File: config.mk
export PLATFORM = sky130hd
export DESIGN_NAME = vend_change_dispenser
export DESIGN_NICKNAME = d
export VERILOG_FILES = /design/src/rtl/vend_change_dispenser.sv
export SDC_FILE = /design/constraint.sdc
export NUM_CORES = 1
export LEC_CHECK = 0
export CELL_PAD_IN_SITES_DETAIL_PLACEMENT = 1
export CELL_PAD_IN_SITES_GLOBAL_PLACEMENT = 1
export CORE_ASPECT_RATIO = 1.25
export CORE_MARGIN = 5
export CORE_UTILIZATION = 40
export DETAILED_ROUTE_END_ITERATION = 12
export HOLD_SLACK_MARGIN = 0.1
export MAX_ROUTING_LAYER = met4
export PLACE_DENSITY_LB_ADDON = 0.12
export SYNTH_ARGS = -nofsm -noshare
export SYNTH_HDL_FRONTEND = slang
export SYNTH_SLANG_ARGS = --single-unit
File: constraint.sdc
create_clock -name clk -period 3.44 [get_ports clk]
set_input_delay 0.688 -clock clk [delete_from_list [all_inputs] [get_ports clk]]
set_output_delay 0.688 -clock clk [all_outputs]
set_load 0.05 [all_outputs]
File: src/rtl/vend_change_dispenser.sv
// vend_change_dispenser
//   Payout side of the vending controller's coin interface. A change request
//   in 5-unit credits is paid out greedily (10-coins first) one coin at a time.
//   Each coin is ejected by a PULSE_CYC-long strobe and must be confirmed by
//   the exit sensor. A missing confirmation raises a sticky jam fault.
//   Per-hopper inventories are tracked with saturating refill loads.
//
// Ports
//   clk, rst             clock (rising edge), asynchronous active-high reset
//   req_valid/req_ready  change request handshake; req_amt = credits owed
//   load_5, load_10      refill strobes; load_qty coins added per strobe
//   coin_sense           one-cycle pulse per coin seen at the exit
//   fault_clr            clears the jam fault and ends the payout short
//   eject_5, eject_10    hopper eject strobes (never both high)
//   busy                 high in every state except IDLE
//   done, short          end-of-payout pulse; short = payout incomplete
//   paid_amt             credits actually paid, held until the next accept
//   inv_5, inv_10        hopper inventories
//   exact_only           5-hopper empty
//   fault                jam fault
//
// PULSE_CYC, TIMEOUT_CYC and GAP_CYC must each be at least 1.
module vend_change_dispenser #(
  parameter int AMT_W       = 4,
  parameter int CNT_W       = 6,
  parameter int PULSE_CYC   = 2,
  parameter int TIMEOUT_CYC = 8,
  parameter int GAP_CYC     = 3
) (
  input  logic             clk,
  input  logic             rst,
  input  logic             req_valid,
  input  logic [AMT_W-1:0] req_amt,
  output logic             req_ready,
  input  logic             load_5,
  input  logic             load_10,
  input  logic [CNT_W-1:0] load_qty,
  input  logic             coin_sense,
  input  logic             fault_clr,
  output logic             eject_5,
  output logic             eject_10,
  output logic             busy,
  output logic             done,
  output logic             short,
  output logic [AMT_W-1:0] paid_amt,
  output logic [CNT_W-1:0] inv_5,
  output logic [CNT_W-1:0] inv_10,
  output logic             exact_only,
  output logic             fault
);

  typedef enum logic [2:0] {
    S_IDLE,
    S_SELECT,
    S_EJECT,
    S_WAIT_SENSE,
    S_GAP,
    S_DONE,
    S_FAULT
  } state_t;

  // One shared timer serves the pulse, sensor timeout and gap phases.
  localparam int TMR_MAX =
    (PULSE_CYC > TIMEOUT_CYC) ? ((PULSE_CYC > GAP_CYC) ? PULSE_CYC : GAP_CYC)
                              : ((TIMEOUT_CYC > GAP_CYC) ? TIMEOUT_CYC : GAP_CYC);
  localparam int TMR_W = $clog2(TMR_MAX + 1);
  localparam logic [TMR_W-1:0] PULSE_LAST   = TMR_W'(PULSE_CYC - 1);
  localparam logic [TMR_W-1:0] TIMEOUT_LAST = TMR_W'(TIMEOUT_CYC - 1);
  localparam logic [TMR_W-1:0] GAP_LAST     = TMR_W'(GAP_CYC - 1);

  state_t             state_reg, state_next;
  logic [TMR_W-1:0]   tmr_reg, tmr_next;
  logic [AMT_W-1:0]   remaining_reg, remaining_next;
  logic [AMT_W-1:0]   paid_reg, paid_next;
  logic               coin10_reg, coin10_next;
  logic               short_reg, short_next;

  logic [1:0]         load_vec;
  logic [1:0]         dec_vec;
  logic [CNT_W-1:0]   inv_5_cur;
  logic [CNT_W-1:0]   inv_10_cur;
  logic [AMT_W-1:0]   coin_val;

  // ---------------------------------------------------------------------
  // Hopper inventories: index 0 = 5-coin hopper, index 1 = 10-coin hopper.
  // The decrement for a coin is taken on the first EJECT cycle; a load on
  // the same edge is folded in before saturation.
  // ---------------------------------------------------------------------
  assign load_vec   = {load_10, load_5};
  assign dec_vec[0] = (state_reg == S_EJECT) && (tmr_reg == '0) && !coin10_reg;
  assign dec_vec[1] = (state_reg == S_EJECT) && (tmr_reg == '0) &&  coin10_reg;

  for (genvar gi = 0; gi < 2; gi++) begin : g_hopper
    logic [CNT_W-1:0] inv_reg;
    logic [CNT_W-1:0] inv_next;
    logic [CNT_W:0]   sum;

    // A decrement only happens on a non-empty hopper, so the sum cannot
    // underflow; the extra MSB flags overflow past the saturation limit.
    always_comb begin
      sum = {1'b0, inv_reg}
          + (load_vec[gi] ? {1'b0, load_qty} : '0)
          - {{CNT_W{1'b0}}, dec_vec[gi]};
      inv_next = sum[CNT_W] ? '1 : sum[CNT_W-1:0];
    end

    always_ff @(posedge clk or posedge rst) begin
      if (rst) begin
        inv_reg <= '0;
      end else begin
        inv_reg <= inv_next;
      end
    end
  end

  assign inv_5_cur  = g_hopper[0].inv_reg;
  assign inv_10_cur = g_hopper[1].inv_reg;
  assign coin_val   = coin10_reg ? AMT_W'(2) : AMT_W'(1);

  // ---------------------------------------------------------------------
  // State register
  // ---------------------------------------------------------------------
  always_ff @(posedge clk or posedge rst) begin
    if (rst) begin
      state_reg     <= S_IDLE;
      tmr_reg       <= '0;
      remaining_reg <= '0;
      paid_reg      <= '0;
      coin10_reg    <= 1'b0;
      short_reg     <= 1'b0;
    end else begin
      state_reg     <= state_next;
      tmr_reg       <= tmr_next;
      remaining_reg <= remaining_next;
      paid_reg      <= paid_next;
      coin10_reg    <= coin10_next;
      short_reg     <= short_next;
    end
  end

  // ---------------------------------------------------------------------
  // Next-state and datapath logic
  // ---------------------------------------------------------------------
  always_comb begin
    state_next     = state_reg;
    tmr_next       = tmr_reg;
    remaining_next = remaining_reg;
    paid_next      = paid_reg;
    coin10_next    = coin10_reg;
    short_next     = short_reg;

    unique case (state_reg)
      S_IDLE: begin
        // req_ready is high throughout IDLE, so req_valid alone is an accept.
        if (req_valid) begin
          state_next     = S_SELECT;
          remaining_next = req_amt;
          paid_next      = '0;
          short_next     = 1'b0;
        end
      end

      S_SELECT: begin
        tmr_next = '0;
        if (remaining_reg == '0) begin
          state_next = S_DONE;
          short_next = 1'b0;
        end else if ((remaining_reg >= AMT_W'(2)) && (inv_10_cur != '0)) begin
          state_next  = S_EJECT;
          coin10_next = 1'b1;
        end else if (inv_5_cur != '0) begin
          state_next  = S_EJECT;
          coin10_next = 1'b0;
        end else begin
          state_next = S_DONE;
          short_next = 1'b1;
        end
      end

      S_EJECT: begin
        if (tmr_reg == PULSE_LAST) begin
          state_next = S_WAIT_SENSE;
          tmr_next   = '0;
        end else begin
          tmr_next = tmr_reg + 1'b1;
        end
      end

      S_WAIT_SENSE: begin
        if (coin_sense) begin
          // SELECT only picks a coin no larger than remaining, so no underflow.
          remaining_next = remaining_reg - coin_val;
          paid_next      = paid_reg + coin_val;
          state_next     = S_GAP;
          tmr_next       = '0;
        end else if (tmr_reg == TIMEOUT_LAST) begin
          state_next = S_FAULT;
          tmr_next   = '0;
        end else begin
          tmr_next = tmr_reg + 1'b1;
        end
      end

      S_GAP: begin
        if (tmr_reg == GAP_LAST) begin
          state_next = S_SELECT;
          tmr_next   = '0;
        end else begin
          tmr_next = tmr_reg + 1'b1;
        end
      end

      S_DONE: begin
        state_next = S_IDLE;
      end

      S_FAULT: begin
        // The coin in flight was never confirmed, so it is not credited.
        if (fault_clr) begin
          state_next = S_DONE;
          short_next = 1'b1;
        end
      end

      default: begin
        state_next = S_IDLE;
      end
    endcase
  end

  // ---------------------------------------------------------------------
  // Outputs
  // ---------------------------------------------------------------------
  always_comb begin
    // req_ready is held low while rst is asserted so nothing is taken in reset.
    req_ready  = (state_reg == S_IDLE) && !rst;
    busy       = (state_reg != S_IDLE);
    done       = (state_reg == S_DONE);
    short      = (state_reg == S_DONE) && short_reg;
    fault      = (state_reg == S_FAULT);
    eject_10   = (state_reg == S_EJECT) &&  coin10_reg;
    eject_5    = (state_reg == S_EJECT) && !coin10_reg;
    paid_amt   = paid_reg;
    inv_5      = inv_5_cur;
    inv_10     = inv_10_cur;
    exact_only = (inv_5_cur == '0);
  end

endmodule

# Yosys cells after proc, flatten, opt, wreduce, memory -nomap -nowiden
# Index checks and enable logic that the tools add are counted.
[word_totals]
ff_bits = 29
in_bits = 17
out_inout_bits = 24
wordCells = 93
[op_classes]
add_sub_neg = 7
magnitude_cmp = 1
n_eq_ne = 17
muxes = 34
bitwise_logic = 1
n_reduce_logical = 25
[op_table]
columns = ["operator", "count"]
rows = [
  ["$mux W4", 8],
  ["$mux W3", 9],
  ["$mux W6", 4],
  ["$pmux W3 S6", 1],
  ["$pmux W4 S2", 2],
  ["$pmux W4 S4", 1],
  ["$add A6 B6 Y7", 2],
  ["$sub A7 B1 Y7", 2],
  ["$reduce_bool A6 Y1", 2],
  ["$reduce_and A5 Y1", 2],
  ["$eq A3 B3 Y1 const B", 3],
  ["$ne A3 B3 Y1 const B", 3],
  ["$logic_and A1 B1 Y1", 8],
  ["$logic_not A4 Y1", 2],
  ["$ne A2 B2 Y1 const B", 4],
  ["$mux W1", 7],
  ["$eq A3 B2 Y1 const B", 2],
  ["$logic_not A6 Y1", 1],
  ["$reduce_and A3 Y1", 2],
  ["$reduce_bool A3 Y1", 2],
  ["$add A4 B1 Y4 const B", 1],
  ["$add A4 B2 Y4", 1],
  ["$eq A4 B1 Y1 const B", 1],
  ["$eq A4 B2 Y1 const B", 1],
  ["12 further kinds", 14],
]

# Longest topological paths before layout
# Gate-level depths: netlist of the first run.
[depth]
depth_word = 5
depth_mapped = 11
ltp_nobuf = 11

# Worst setup path after synthesis of the first run
# Ideal clock, no wire load.
[synth_timing]
path_kind = "reg2reg"
start = "register state_reg[0]"
end = "register g_hopper[1].inv_reg[5] (netlist: inv_10[5])"
setup_ps = 129
arrival_ps = 3073
t_required_ps = 3311
path_slack_ps = 238
stages_incl_launch_ff = 12
n_path_buf = 0
period_less_slack_ps = 3202
cell_sequence = "dfrtp_1 -> nor3b_1 -> and2_1 -> and3_1 -> ha_1 -> inv_1 -> ha_1 -> fa_1 -> a21oi_1 -> o21a_1 -> o311ai_0 -> a2111o_1"
[synth_via]
elab_chain_len = 5
[synth_lines]
columns = ["item", "line", "text"]
rows = [
  ["start, declared", "71", "state_t state_reg, state_next;"],
  ["start signal, assigned", "132", "state_reg <= state_next;"],
  ["$eq A3 B2 Y1", "91", "assign dec_vec[1] = (state_reg == S_EJECT) && (tmr_reg == '0) && coin10_reg;"],
  ["$logic_and A1 B1 Y1 (2 in a row)", "91", ""],
  ["$sub A7 B1 Y7", "103", "- {{CNT_W{1'b0}}, dec_vec[gi]};"],
  ["$mux W6", "104", "inv_next = sum[CNT_W] ? '1 : sum[CNT_W-1:0];"],
  ["net g_hopper[1].inv_next[5]", "95", "logic [CNT_W-1:0] inv_next;"],
  ["end signal, assigned", "111", "inv_reg <= inv_next;"],
  ["end, declared", "94", "logic [CNT_W-1:0] inv_reg;"],
]
# The timed path passes the listed nets, and every way through them passes these cells.
# A chain may end at the register's enable or synchronous reset.

# Worst setup path in the final report of the first run
[layout_timing]
start = "input load_10"
end = "register g_hopper[1].inv_reg[0] (netlist: inv_10[0])"
[layout_via]
elab_chain_len = 4
[layout_lines]
columns = ["item", "line", "text"]
rows = [
  ["start, declared", "36", "input logic load_10,"],
  ["$mux W6", "102", "+ (load_vec[gi] ? {1'b0, load_qty} : '0)"],
  ["$add A6 B6 Y7", "102", ""],
  ["$sub A7 B1 Y7", "103", ""],
  ["$mux W6", "104", ""],
  ["net g_hopper[1].inv_next[0]", "95", ""],
]
# The timed path passes the listed nets, and every way through them passes these cells.

==> impl_metrics.yaml, run 1 <==
run_status:
  status: "complete, no violations"
layout:
  area_growth_pct: 24.3
  final_nets: 395
  utilization_pct: 50.6
  drive_above_1_share_pct: 7.29
  n_antenna_cell: 0
route:
  route.met2.wl_um: 3210
  post_drt_wl_per_cell_um: 14.8
  vias_per_cell: 5.22
  drtIter0Drc: 63
  wl_met3_um: 221
  wl_met1_um: 2800
  first_pass_iters: 4
  dr.max_layer_used: "met4"
  via_count: 2233
  ant_nets: 0
  drt_wl_total_um: 6320
  drc: 0
setup_path:
  critPathRequiredTime_ns: 3.60
  endpoint_kind: "flop"
  startpoint_type: "primary input"
  cp_data_arrival_time_ns: 3.23
  worst-path-max-fanout: 6
  path_cells: "clkdlybuf4s50_1 -> nand2_1 -> ha_1 -> inv_1 -> ha_1 -> fa_1 -> a21oi_1 -> o21a_1 -> o311ai_0 -> buf_4 -> or2_2"
  r2r_cells: 12
  cp_common_cell: "ha_1"
  path_class: "in2reg"
  max_stage_delay_ns: 0.57
  crit_path_top_delay_cell: "clkdlybuf4s50_1"
cts:
  clockRootBuffer: "clkbuf_8"
  clockBufferDepth: 2
  clock_latency_ns: 0.28
  cts_tree: "done"
  cts_num_sinks: 29
  cts-buffers-inserted: 5
  htreeDepth: 2
  post_cts_buffers: 0
  clkTransAtPathRegs_ns: 0.06
power_and_ir_drop:
  power.total_mw: 2.89
  powerDensity_nw_per_um2: 932
  p_leak_nw: 1.47
  peakVddDrop_mv: 0.394
placed_design:
  hpwl_um: 5050
  io_buffers: 40
  gp_congestion: 0.791
yosys:
  synth.most_common_cell: "inv_1"
  synthArstFlopShare_pct: 100
  syn_area_um2: 2490
  ys_seq_area_share_pct: 29.1
  yosysTopAreaCellShare_pct: 29.1
  postSynthCellCount: 295
  synth.distinct_cells: 53
  synth_area_leaders: "dfrtp_1 29%, ha_1 16%, inv_1 7.7%"
  ys.flop_type: "dfrtp_1"
  syn_nets: 348
  yosys_warnings: 0
  synth_common_cells: "51 x inv_1, 32 x ha_1, 29 x dfrtp_1"
  synth_enable_flop_cells: 0
  synth_top_area_cell: "dfrtp_1"
  synth-seq-cells: 29
  avgSynthCellArea_um2: 8.46
min_path:
  worstHoldPathType: "reg2reg"
  hold_path_depth: 1
grt:
  grt_start_max_net_pins: 30
  grt_pass1_vias: 2389
  gr-usage-all-layers_pct: 18.0
  antenna_found_initial: 0
  grt_pass1_wl_um: 10900
  grt-ovfl-total: 0
timing:
  timing.final.crit_share_pct: 89.2
  finalHoldViolations: 0
  setup_viol: 0
  max_freq_mhz: 326
  slew_headroom_pct: 58.6
  hold_slack_ns: 0.509
  rsz0062_at_grt: "false"
  tightestPinTransition_ns: 0.611
  skew_ns: 0.00318
  layout_min_cycle_time_ns: 3.07
  report.final.slew_viol_count: 0
floorplan:
  row_count: 32
  core_area_um2: 6130
  ios: 41
  die-width_um: 80.6
  die_y_um: 98.3
  initial_core_util_pct: 40.7
  dieArea_um2: 7930
flow_run:
  cap_viol_max_count: 0
final timing paths:
kind | start | endpoint | slack (ns)
max in group asynchronous | rst | state_reg[1] | 2.34
setup / recovery | load_10 | inv_10[0] | 0.37
min in group asynchronous | rst | tmr_reg[2] | 0.83
setup reg to reg | state_reg[0] | inv_10[0] | 0.45
hold / removal | short_reg | short_reg | 0.51
hold reg to reg | short_reg | short_reg | 0.51
metal layers:
layer / track usage (%) / vias up
met2: 31.3 / 35
met1: 21.1 / 1074
met3: 2.68 / 7
met5: - / -
met4: 5.46 / 0
li1: - / 1117
cell type report:
class	count	area, um^2
sequential	29	726
inverter	51	191
fill	759	3030
timing repair buffer	46	445
tap	85	106
clock inverter	2	10.0
clock buffer	6	72.6
multi-input combinational	209	1550
metrics by stage:
step,instances,worst slack (ns),area [um^2],TNS (ns)
floorplan,295,0.238,2490,0
global placement,420,0.103,3020,0
detailed placement,420,-0.0441,3020,-0.0847
CTS,428,0.259,3100,0
global route,428,0.0781,3100,0
finish,428,0.372,3100,0
report_power, final:
part | switching [mW] | internal, mW | total, mW
clock network | 0.135 | 0.140 | 0.275
registers | 0.125 | 0.478 | 0.603
logic | 1.18 | 0.832 | 2.01
total | 1.44 | 1.45 | 2.89
cell usage in the layout (no fill, tap or decap), drive strengths merged, types with 5 or more instances in the layout:
cell type and count:
inv 51, clkdlybuf4s50 40, ha 32, dfrtp 29
nand2 24, nor2 21, o21ai 16, nor2b 8
a21oi 8, nor3 6, and2 6, nand3 6
buf 6, clkbuf 6, nand2b 5, or3b 5
worst max-delay path: cells and delay by family:
kind                     cells  cell delay [ns]
AND/OR/NAND/NOR              2             0.36
adder cells (fa/ha/maj)      3             0.87
AO/OA/AOI/OAI                3             0.53
buffers and inverters        3             0.80
cell families after synthesis:
family | Yosys count | synth area share, %
flip-flops | 29 | 29.1
multiplexers | 1 | 0.401
AND/OR/NAND/NOR | 99 | 20.8
AO/OA/AOI/OAI | 70 | 20.6
XOR/XNOR | 3 | 1.05
buffers and inverters | 57 | 8.83
adder cells (fa/ha/maj) | 36 | 19.3
what timing repair did:
action                                  in CTS  in global routing
hold buffers                                 0                  0
endpoints found under the setup margin       0                  5
endpoints found under the hold margin        0                  0
resized for setup                            0                  1
(Power assumes the default switching activity.)
==> run 2, diff against run 1 <==
--- a/config.mk
+++ b/config.mk
@@ -8,7 +8,7 @@
 export CELL_PAD_IN_SITES_DETAIL_PLACEMENT = 1
 export CELL_PAD_IN_SITES_GLOBAL_PLACEMENT = 1
 export CORE_ASPECT_RATIO = 1.25
-export CORE_MARGIN = 5
+export CORE_MARGIN = 2
 export CORE_UTILIZATION = 40
 export DETAILED_ROUTE_END_ITERATION = 12
 export HOLD_SLACK_MARGIN = 0.1
==> run 2 against run 1 <==
Core utilization rose by 0.64 points. Maximum frequency fell by 0.62%. Setup slack got worse by 0.019 ns. Worst hold slack improved by 0.0066 ns. Combinational power barely moved. Sequential power barely moved. Die area fell by 13%.
==> impl_metrics.yaml, run 2 (same netlist as run 1, synthesis figures left out) <==
flow_run:
  cap_viol_max_count: 0
timing:
  report.final.slew_viol_count: 0
  finalSetupTns_ns: 0
  setup_viol: 0
  max_freq_mhz: 324
  layout_min_cycle_time_ns: 3.09
  hold_slack_ns: 0.515
  slew_headroom_pct: 45.2
  finalHoldViolations: 0
  tightestPinTransition_ns: 0.812
  skew_ns: 0.00614
  timing.final.crit_share_pct: 89.7
  rsz0062_at_grt: "false"
cts:
  post_cts_resized: 0
  post_cts_buffers: 0
  clockRootBuffer: "clkbuf_8"
  clock_latency_ns: 0.29
  cts-buffers-inserted: 5
  cts_tree: "done"
  postCtsHoldBufs: 0
  clockBufferDepth: 2
  htreeDepth: 2
  cts_num_sinks: 29
  clkTransAtPathRegs_ns: 0.06
route:
  vias_per_cell: 5.20
  drc: 0
  drt_wl_total_um: 6300
  via_count: 2232
  drtIter0Drc: 70
  post_drt_wl_per_cell_um: 14.7
  first_pass_iters: 4
  ant_nets: 0
setup_path:
  startpoint_type: "primary input"
  cp_data_arrival_time_ns: 3.25
  endpoint_kind: "flop"
  path_class: "in2reg"
  r2r_end: "inv_10[3]"
  r2r_cells: 12
  critPathRequiredTime_ns: 3.60
  critPathLaunch: "load_10"
  worst-path-max-fanout: 6
  reg2reg_from: "state_reg[0]"
  cp-endpoint: "inv_10[5]"
  r2r_slack_ns: 0.40
layout:
  n_fill_cell: 753
  layout_commonest_cell: "inv_1"
  n_antenna_cell: 0
  final_nets: 397
  layout_common_cells: "51 x inv_1, 40 x clkdlybuf4s50_1, 32 x ha_1, 29 x dfrtp_1, 24 x nand2_1"
  area_growth_pct: 25.0
  drive_above_1_share_pct: 7.56
power_and_ir_drop:
  switching_share_pct: 49.4
  switchingPower_mw: 1.45
  peakVddDrop_mv: 0.367
  p_seq_share_pct: 20.5
  intPower_mw: 1.48
  clockPowerShare_pct: 9.9
  combPwrFrac_pct: 69.5
  p_leak_nw: 1.48
  powerDensity_nw_per_um2: 939
floorplan:
  core_area_um2: 6090
  die-width_um: 74.6
  ios: 41
  initial_core_util_pct: 41.0
  die_y_um: 92.3
  row_count: 32
  dieArea_um2: 6890
grt:
  grt-ovfl-total: 0
  grt_pass1_wl_um: 10900
  antenna_found_initial: 0
  grt_pass1_vias: 2351
  grt_start_max_net_pins: 30
  gr-usage-all-layers_pct: 21.2
placed_design:
  gp_congestion: 0.795
  io_buffers: 40
  hpwl_um: 5030
run_status:
  status: "complete, no violations"
min_path:
  worstHoldPathType: "reg2reg"
run 2: final cells by class:
class                   count  area [um^2]  area share [%]
repair buffers             48          460            14.8
inverters                  51          191            6.14
well taps                  85          106            3.41
multi-input cells         209         1550            49.7
flip-flops and latches     29          726            23.3
clock buffers               7         86.3            2.77
run 2: how the worst min path moves through the flow:
stage | start | end | slack, ns | depth (start not counted)
3_3_place_gp | paid_amt[3] | paid_amt[3] | 0.49 | 1
3_5_place_dp | short_reg | short_reg | 0.51 | 1
4_1_cts | short_reg | short_reg | 0.53 | 1
5_1_grt | short_reg | short_reg | 0.55 | 1
2_1_floorplan | short_reg | short_reg | 0.46 | 1
6_report | short_reg | short_reg | 0.52 | 1
run 2: metal layers:
metal	wire length (um)	share of wire [%]	vias to the layer above	global-route usage, %
li1	-	-	1124	-
met1	2780	44	1067	24.9
met2	3300	52	36	37.1
met3	121	1.9	5	2.94
met4	98	1.6	0	6.25
met5	0	0	-	-
run 2: per-stage QoR:
step	cells	cell area [um^2]	power (mW)	setup WS [ns]	util, %
finish	429	3120	2.93	0.353	51.3
global route	429	3120	3.22	0.0985	51.3
CTS	429	3120	2.96	0.348	51.3
detailed placement	422	3030	2.65	0.0491	49.8
global placement	422	3030	2.59	0.119	49.8
floorplan	295	2490	2.06	0.238	-
run 2: power by group through the flow:
stage	logic, mW	registers [mW]	clock network [mW]
3_5_place_dp	2.04	0.612	0
6_report	2.04	0.601	0.291
2_1_floorplan	1.27	0.782	0
3_3_place_gp	1.98	0.603	0
4_1_cts	2.06	0.605	0.297
5_1_grt	2.29	0.621	0.313
run 2: critical path: stages:
cell,delay [ns]
clkdlybuf4s50_1,0.56
nand2_1,0.08
ha_1,0.27
inv_1,0.04
ha_1,0.19
fa_1,0.40
a21oi_1,0.20
o21a_1,0.18
o311ai_0,0.20
a2111o_1,0.44
==> run 3, diff against run 2 <==
--- a/config.mk
+++ b/config.mk
@@ -5,10 +5,11 @@
 export SDC_FILE = /design/constraint.sdc
 export NUM_CORES = 1
 export LEC_CHECK = 0
+export CAP_MARGIN = 10
 export CELL_PAD_IN_SITES_DETAIL_PLACEMENT = 1
 export CELL_PAD_IN_SITES_GLOBAL_PLACEMENT = 1
 export CORE_ASPECT_RATIO = 1.25
-export CORE_MARGIN = 2
+export CORE_MARGIN = 5
 export CORE_UTILIZATION = 40
 export DETAILED_ROUTE_END_ITERATION = 12
 export HOLD_SLACK_MARGIN = 0.1
==> results of run 3 <==
No change in the layout: final DEF, timing and power equal those of run 1.
